## src/rtl/alu_issue_ctrl.sv

```systemverilog
// alu_issue_ctrl: sequential front end for a combinational 32-bit ALU.
// Accepts one request, decodes ALUOp/funct into a 3-bit ALU code, holds the
// operands on the ALU for the op's hold time (MUL is multi-cycle), captures
// the result and zero flag, and returns them on a valid/ready response port.
module alu_issue_ctrl #(
  parameter int unsigned MUL_CYCLES = 3  // legal range 1..15
) (
  input  logic        clk_i,
  input  logic        rst_i,
  // request channel
  input  logic        req_valid_i,
  output logic        req_ready_o,
  input  logic [1:0]  aluop_i,
  input  logic [6:0]  funct7_i,
  input  logic [2:0]  funct3_i,
  input  logic [31:0] rs1_data_i,
  input  logic [31:0] rs2_data_i,
  // ALU interface
  output logic [31:0] alu_data0_o,
  output logic [31:0] alu_data1_o,
  output logic [2:0]  aluctrl_o,
  input  logic [31:0] alu_data_i,
  input  logic        alu_zero_i,
  // response channel
  output logic        rsp_valid_o,
  input  logic        rsp_ready_i,
  output logic [31:0] rsp_data_o,
  output logic        rsp_zero_o,
  output logic        rsp_err_o
);

  typedef enum logic [1:0] {
    IDLE = 2'd0,
    EXEC = 2'd1,
    RESP = 2'd2
  } state_t;

  typedef enum logic [2:0] {
    ALU_ADD = 3'b000,
    ALU_SUB = 3'b001,
    ALU_MUL = 3'b010,
    ALU_AND = 3'b011,
    ALU_OR  = 3'b100
  } alu_code_t;

  localparam logic [3:0] MUL_HOLD   = 4'(MUL_CYCLES);
  localparam logic [3:0] OTHER_HOLD = 4'd1;

  state_t     state;
  logic [3:0] hold_cnt;

  alu_code_t  dec_code;
  logic       dec_valid;

  // Decode the request fields into an ALU code; anything unlisted is invalid.
  always_comb begin
    // NOTE: every output of a combinational block gets a default first so no
    // path leaves it unassigned, which would otherwise infer a latch.
    dec_valid = 1'b1;
    dec_code  = ALU_ADD;
    case (aluop_i)
      2'b00: dec_code = ALU_ADD;
      2'b01: dec_code = ALU_SUB;
      2'b10: begin
        if      (funct3_i == 3'b000 && funct7_i == 7'b0000000) dec_code = ALU_ADD;
        else if (funct3_i == 3'b000 && funct7_i == 7'b0100000) dec_code = ALU_SUB;
        else if (funct3_i == 3'b000 && funct7_i == 7'b0000001) dec_code = ALU_MUL;
        else if (funct3_i == 3'b111 && funct7_i == 7'b0000000) dec_code = ALU_AND;
        else if (funct3_i == 3'b110 && funct7_i == 7'b0000000) dec_code = ALU_OR;
        else                                                   dec_valid = 1'b0;
      end
      default: begin
        case (funct3_i)
          3'b000:  dec_code = ALU_ADD;
          3'b111:  dec_code = ALU_AND;
          3'b110:  dec_code = ALU_OR;
          default: dec_valid = 1'b0;
        endcase
      end
    endcase
  end

  // Issue FSM with registered handshake, ALU-drive and response outputs.
  always_ff @(posedge clk_i or posedge rst_i) begin
    if (rst_i) begin
      state       <= IDLE;
      hold_cnt    <= 4'd0;
      req_ready_o <= 1'b1;
      rsp_valid_o <= 1'b0;
      rsp_data_o  <= 32'd0;
      rsp_zero_o  <= 1'b0;
      rsp_err_o   <= 1'b0;
      alu_data0_o <= 32'd0;
      alu_data1_o <= 32'd0;
      aluctrl_o   <= ALU_ADD;
    end else begin
      // NOTE: state registers use non-blocking assignment so every register
      // in this block sees the pre-edge values regardless of statement order.
      case (state)
        IDLE: begin
          if (req_valid_i && req_ready_o) begin
            req_ready_o <= 1'b0;
            if (dec_valid) begin
              alu_data0_o <= rs1_data_i;
              alu_data1_o <= rs2_data_i;
              aluctrl_o   <= dec_code;
              hold_cnt    <= (dec_code == ALU_MUL) ? MUL_HOLD : OTHER_HOLD;
              state       <= EXEC;
            end else begin
              // Undecodable op: answer at once with an error, ALU untouched.
              rsp_err_o   <= 1'b1;
              rsp_data_o  <= 32'd0;
              rsp_zero_o  <= 1'b0;
              rsp_valid_o <= 1'b1;
              state       <= RESP;
            end
          end
        end
        EXEC: begin
          hold_cnt <= hold_cnt - 4'd1;
          if (hold_cnt == 4'd1) begin
            rsp_data_o  <= alu_data_i;
            rsp_zero_o  <= alu_zero_i;
            rsp_err_o   <= 1'b0;
            rsp_valid_o <= 1'b1;
            state       <= RESP;
          end
        end
        RESP: begin
          if (rsp_ready_i) begin
            rsp_valid_o <= 1'b0;
            req_ready_o <= 1'b1;
            state       <= IDLE;
          end
        end
        default: begin
          state       <= IDLE;
          req_ready_o <= 1'b1;
          rsp_valid_o <= 1'b0;
        end
      endcase
    end
  end

endmodule

```

## config.mk

```make
export PLATFORM = sky130hd
export DESIGN_NAME = alu_issue_ctrl
export DESIGN_NICKNAME = d
export VERILOG_FILES = /design/src/rtl/alu_issue_ctrl.sv
export SDC_FILE = /design/constraint.sdc
export NUM_CORES = 1
export LEC_CHECK = 0
export ABC_AREA = 1
export CORE_ASPECT_RATIO = 0.7
export CORE_MARGIN = 2
export CORE_UTILIZATION = 30
export CTS_BUF_LIST = sky130_fd_sc_hd__clkbuf_8 sky130_fd_sc_hd__clkbuf_16
export CTS_CLUSTER_DIAMETER = 30
export DETAILED_ROUTE_END_ITERATION = 10
export GPL_ROUTABILITY_DRIVEN = 0
export PLACE_DENSITY = 0.65
export SYNTH_ARGS = -nofsm -noshare
export SYNTH_HDL_FRONTEND = slang
export SYNTH_SLANG_ARGS = --single-unit
export TNS_END_PERCENT = 5
```

## constraint.sdc

```tcl
create_clock -name clk_i -period 5.5 [get_ports clk_i]
set_input_delay 0.55 -clock clk_i [delete_from_list [all_inputs] [get_ports clk_i]]
set_output_delay 0.55 -clock clk_i [all_outputs]
set_load 0.005 [all_outputs]
```

After elaboration in Yosys (flattened, before gate mapping)
Cells that the tools add are included.
- bitwise logic cells: 1
- equality and inequality tests: 15
- reduce and logical (&&, ||, !) cells: 19
- multiplexer cells: 41
- add/sub/neg operators: 1
- operators with widths (cell ; number):
    32-bit 2-to-1 mux ; 3
    32-bit one-hot mux with 2 select lines ; 1
    1-bit 2-to-1 mux ; 16
    3-bit 2-to-1 mux ; 5
    3-bit AND reduction ; 4
    2-bit 2-to-1 mux ; 5
    2-bit inequality test (second input constant) ; 5
    3-bit one-hot mux with 3 select lines ; 1
    4-bit 2-to-1 mux ; 2
    4-bit one-hot mux with 2 select lines ; 1
    4-bit AND reduction ; 2
    7-bit by 1-bit equality test with 1-bit output (second input constant) ; 1
    7-bit by 6-bit equality test with 1-bit output (second input constant) ; 1
    7-bit logical NOT ; 1
    3-bit equality test (second input constant) ; 2
    1-bit logical AND ; 6
    1-bit one-hot mux with 2 select lines ; 3
    1-bit one-hot mux with 3 select lines ; 2
    2-bit one-hot mux with 3 select lines ; 1
    3-bit one-hot mux with 2 select lines ; 1
    2-bit by 1-bit equality test with 1-bit output (second input constant) ; 2
    2-bit equality test (second input constant) ; 2
    4-bit by 1-bit equality test with 1-bit output (second input constant) ; 1
    2-bit logical NOT ; 2
    7 further kinds ; 7
- input bits: 113
- register bits: 109
- output and inout port bits: 103
- word-level logic and storage cells: 87

Logic depth before layout (Yosys ltp)
- depth after elaboration: 13
- depth in mapped cells: 12
- gate-level depth less buffers: 12

Worst setup path after synthesis
OpenSTA, ideal clock, no wires.
- path type: input-to-reg
- start: input funct7_i[1]
- end: register alu_data0_o[0]
- data arrival time: 1.660 ns
- path slack: 3.709 ns
- setup time: 0.130 ns
- stages: 10
- path buffers: 2
- required time: 5.370 ns
- cell sequence: nor2_1 nand2_1 nor2_1 a21oi_1 nand3_1 nand4_4 buf_6 buf_6 nand2_1 o21ai_1
- longest elaborated chain between the ends: 9
- elaborated cells between the ends (all ways): 15
- classes of those cells: 2 x eq/ne; 6 x mux; 7 x reduce/logical
- ends and longest elaborated chain (what ; line ; text):
    start, declared ; 14 ; input logic [6:0] funct7_i,
    7-bit logical NOT ; 65, 68, 69 ;
    1-bit logical AND ; 69 ; else if (funct3_i == 3'b110 && funct7_i == 7'b0000000) dec_code = ALU_OR;
    1-bit 2-to-1 mux ; 69 ;
    1-bit 2-to-1 mux ; 68 ; else if (funct3_i == 3'b111 && funct7_i == 7'b0000000) dec_code = ALU_AND;
    1-bit 2-to-1 mux ; 67 ; else if (funct3_i == 3'b000 && funct7_i == 7'b0000001) dec_code = ALU_MUL;
    1-bit 2-to-1 mux ; 66 ; else if (funct3_i == 3'b000 && funct7_i == 7'b0100000) dec_code = ALU_SUB;
    1-bit 2-to-1 mux (*) ; 65 ; if (funct3_i == 3'b000 && funct7_i == 7'b0000000) dec_code = ALU_ADD;
    1-bit one-hot mux with 2 select lines (*) ; 61 ; case (aluop_i)
    3-bit AND reduction (no line) (*) ; -- ;
    end signal, assigned ; 104 ; alu_data0_o <= rs1_data_i;
    end, declared ; 19 ; output logic [31:0] alu_data0_o,
Mark *: on every way between the ends. The rest lies on a longest branch, timed or not.
A chain may end at the register's enable or synchronous reset.

Final worst setup path
- start: input funct7_i[3]
- end: register alu_data1_o[26]
- longest elaborated chain between the ends: 9
- elaborated cells between the ends (all ways): 15
- classes of those cells: 2 x eq/ne; 6 x mux; 7 x reduce/logical
- ends and longest elaborated chain (what ; line ; text):
    7-bit logical NOT ; 65, 68, 69 ;
    1-bit logical AND ; 69 ;
    1-bit 2-to-1 mux ; 69 ;
    1-bit 2-to-1 mux ; 68 ;
    1-bit 2-to-1 mux ; 67 ;
    1-bit 2-to-1 mux ; 66 ;
    1-bit 2-to-1 mux (*) ; 65 ;
    1-bit one-hot mux with 2 select lines (*) ; 61 ;
    3-bit AND reduction (no line) (*) ; -- ;
    end signal, assigned ; 105 ; alu_data1_o <= rs2_data_i;
    end, declared ; 20 ; output logic [31:0] alu_data1_o,
Marked as above.

==> summary.md <==
| Metric | Value |
|---|---|
| Status | `finished clean` |
| DR pass1 iterations | `6` |
| Tot GR Track Use | `14.7%` |
| Synth Register Bits | `between 100 and 150` |
| Pwr dens | `about 480 nW/µm²` |
| Switching Fraction | `33.9%` |
| DRT antenna net count | `0` |
| Starting Density | `31.0%` |
| Xor and xnor fraction of the mapped netlist area | `0%` |
| HP Class | `register to register` |
| Netlist cell types | `21` |
| Mux contribution to synthesized area | `0%` |
| HP Start | `rsp_data_o[3]` |
| H-tree levels | `3` |
| Sequential power share | `38.0%` |
| Vias | `3975` |
| Post-synth top cells | `nand2_1, dfrtp_1, inv_1` |
| Post-detail-place hpwl | `8660 µm` |
| Synth Area in Simple Gates | `20.4%` |
| Final Power | `roughly 0.0034 W` |
| Startpoint Class | `input port` |
| Post-DR wirelength/cell | `around 13 µm` |
| DRC errors left | `0` |
| Initial drt markers | `195` |
| CTS tree | `done` |
| Synthesized cell area | `4610 µm²` |
| Synth Area in Compound Gates | `9.16%` |
| Die Footprint | `16400 µm²` |
| Post-CTS repair timing setup buffer count | `0` |
| TritonCTS Buffers | `9` |
| Dominant cells by area after synthesis | `dfrtp_1, nand2_1, inv_1` |
| Crit path max fanout | `roughly 110` |
| Max-cap viol count | `0` |
| CP Buf/Inv Count | `2` |
| Switching power | `0.00116 W` |
| Slowest-stage cell, CP | `clkdlybuf4s50_1` |
| Clk slew on worst S/H paths | `0.07 ns` |
| Seq/Total Area, Yosys | `just under 60%` |
| Setup TNS | `0 ns` |
| Share of the synthesized area in the top cell type | `58.7%` |
| Post-Route Skew | `between 0.008 and 0.009 ns` |
| Post-CTS Hold Buffers | `0` |
| Routed WL | `11900 µm` |
| Clock root cell | `clkbuf_16` |
| Vias in the first global route | `3753` |
| Asr flop ratio synth | `100%` |
| Core ar. | `14900 µm²` |
| Synthesized area per cell | `8.56 µm²` |
| PortBufs | `215` |
| Final setup viols | `0` |
| CTS sink count | `109` |
| Min Hold Slack | `about 0.47 ns` |
| Post-Synthesis Net Count | `653` |
| Pint | `0.00227 W` |
| CP Launch Point | `funct7_i[3]` |
| First-pass GRT wire length | `19400 µm` |
| Avg Vias per Cell | `4.20` |
| Max Freq | `414 MHz` |
| Total gr overflow | `0` |
| Period minus WS final | `~2.4 ns` |
| Synth-to-layout area growth | `55.7%` |
| Peak supply drop | `0.196 mV` |
| Largest family of logic cells by synthesized area | `simple AND/OR/NAND/NOR gates` |
| Horiz. Die Dim | `152 µm` |
| Primary FF master, synth | `dfrtp_1` |
| Initial antenna violation count | `0` |
| Final Cycle Share | `43.9%` |
| Crit Path Category | `input port to register` |
| Post-synth EDFFs | `0` |
| Pin count of the biggest net entering global routing | `114` |
| Clock share of power | `between 10% and 20%` |
| Ratio of cells with drive above 1 in the final layout | `3.99%` |
| I/O pins | `216` |
| Fin. Hold Viols | `0` |
| Slew Limit Fails | `0` |
| Yosys warnings | `0` |
| Worst-Skew Late Latency | `0.34 ns` |
| Bufs on Longest Clock Path | `2` |
| ANT cells | `0` |
| Die height | `108 µm` |
| RSZ-0062 raised after global routing | `no` |
| Adder-cell area share of the yosys netlist | `0.543%` |
| Relative slew slack | `51.1%` |
| Required time of the critical path | `5.70 ns` |
| Cells after Synth | `538` |
| Worst-path cell chain | `clkdlybuf4s50_1 > nor2_1 > nand2_1 > nor2_1 > a21oi_1 > nand3_1 > nand4_4 > buf_12 > nand2_1 > o21ai_0` |
| Most common cell in the netlist | `nand2_1` |
| Area leader, netlist | `dfrtp_1` |
| Worst Tran Pin Value | `0.734 ns` |
| Worst R2R Start | `req_ready_o` |
| Site Rows | `37` |
| Post-CTS Resized | `0` |
| NumNets Final | `862` |
| Critical Path AT | `2.62 ns` |
| Crit path capture type | `register` |
| Top Family by Delay on Critical Path | `simple AND/OR/NAND/NOR gates` |
| P_leak | `3.57 nW` |
| Combinational Power Share | `44.0%` |
| CP max stage delay | `0.42 ns` |
## sequential cells by signal, summed over array words and instances (netlist names)
register and count:
alu_data0_o 32, alu_data1_o 32, aluctrl_o 3, hold_cnt 4, req_ready_o 1, rsp_data_o 32, rsp_err_o 1, rsp_valid_o 1
rsp_zero_o 1, state 2
## path summary, 6_finish.rpt
| path | slack [ns] | cells past startpoint | to |
|---|---|---|---|
| worst min register to register | 0.47 | 2 | rsp_data_o[3] |
| worst max-delay path | 3.08 | 10 | alu_data1_o[26] |
| min in group asynchronous | 0.68 | 2 | rsp_data_o[30] |
| worst max register to register | 3.33 | 9 | alu_data1_o[26] |
| worst min-delay path | 0.47 | 2 | rsp_data_o[3] |
| max in group asynchronous | 3.67 | 3 | alu_data1_o[26] |
## stage by stage
step	setup WS (ns)	cells	utilization [%]	instance area [µm²]
6_report	3.08	947	48.3	7170
2_1_floorplan	2.08	538	-	4610
3_3_place_gp	2.75	931	46.3	6880
5_1_grt	2.79	947	48.3	7170
4_1_cts	3.07	947	48.3	7170
3_5_place_dp	2.70	931	46.3	6880
## cell families after synthesis
kind of cell    Yosys count
compound gates           81
buf+inv                 109
fa+ha+maj                 2
simple gates            237
flops                   109
## cell usage in the layout (no fill, tap or decap), drive strengths merged, types with 2 or more instances in the layout
| master | netlist | routed |
|---|---|---|
| or2 | 4 | 4 |
| nand2 | 204 | 204 |
| a21oi | 10 | 10 |
| o21ai | 70 | 70 |
| ha | 2 | 2 |
| clkdlybuf4s50 | 0 | 215 |
| nand3 | 8 | 8 |
| nor2 | 19 | 19 |
| buf | 14 | 3 |
| clkbuf | 6 | 10 |
| clkinv | 0 | 3 |
| dfrtp | 108 | 108 |
| inv | 89 | 91 |
## layer usage
layer,global-route usage [%],vias to the layer above,part of all wire (%)
li1,-,2043,-
met1,20.5,1764,49
met2,20.6,159,40
met3,7.09,9,10
met4,3.00,0,0.80
met5,0,-,0
## final cells by class
type | count | area [µm²]
tap | 195 | 244
clock inverter | 6 | 48.8
fill | 1437 | 7690
inverter | 89 | 337
sequential | 109 | 2730
multi-input combinational | 320 | 1390
timing repair buffer | 218 | 2190
clock buffer | 10 | 239
## power by group through the flow
stage	sequential, W	clock, W	combinational (W)
2_1_floorplan	0.00134	0	0.000727
3_3_place_gp	0.00131	0	0.00152
3_5_place_dp	0.00132	0	0.00154
4_1_cts	0.00131	0.000648	0.00154
5_1_grt	0.00135	0.000680	0.00169
6_report	0.00131	0.000620	0.00151
## worst min-delay path: stages (launching register included)
cell     delay, ns
dfrtp_1       0.35
nand2_1       0.05
nand2_1       0.04
(Power assumes the default switching activity.)
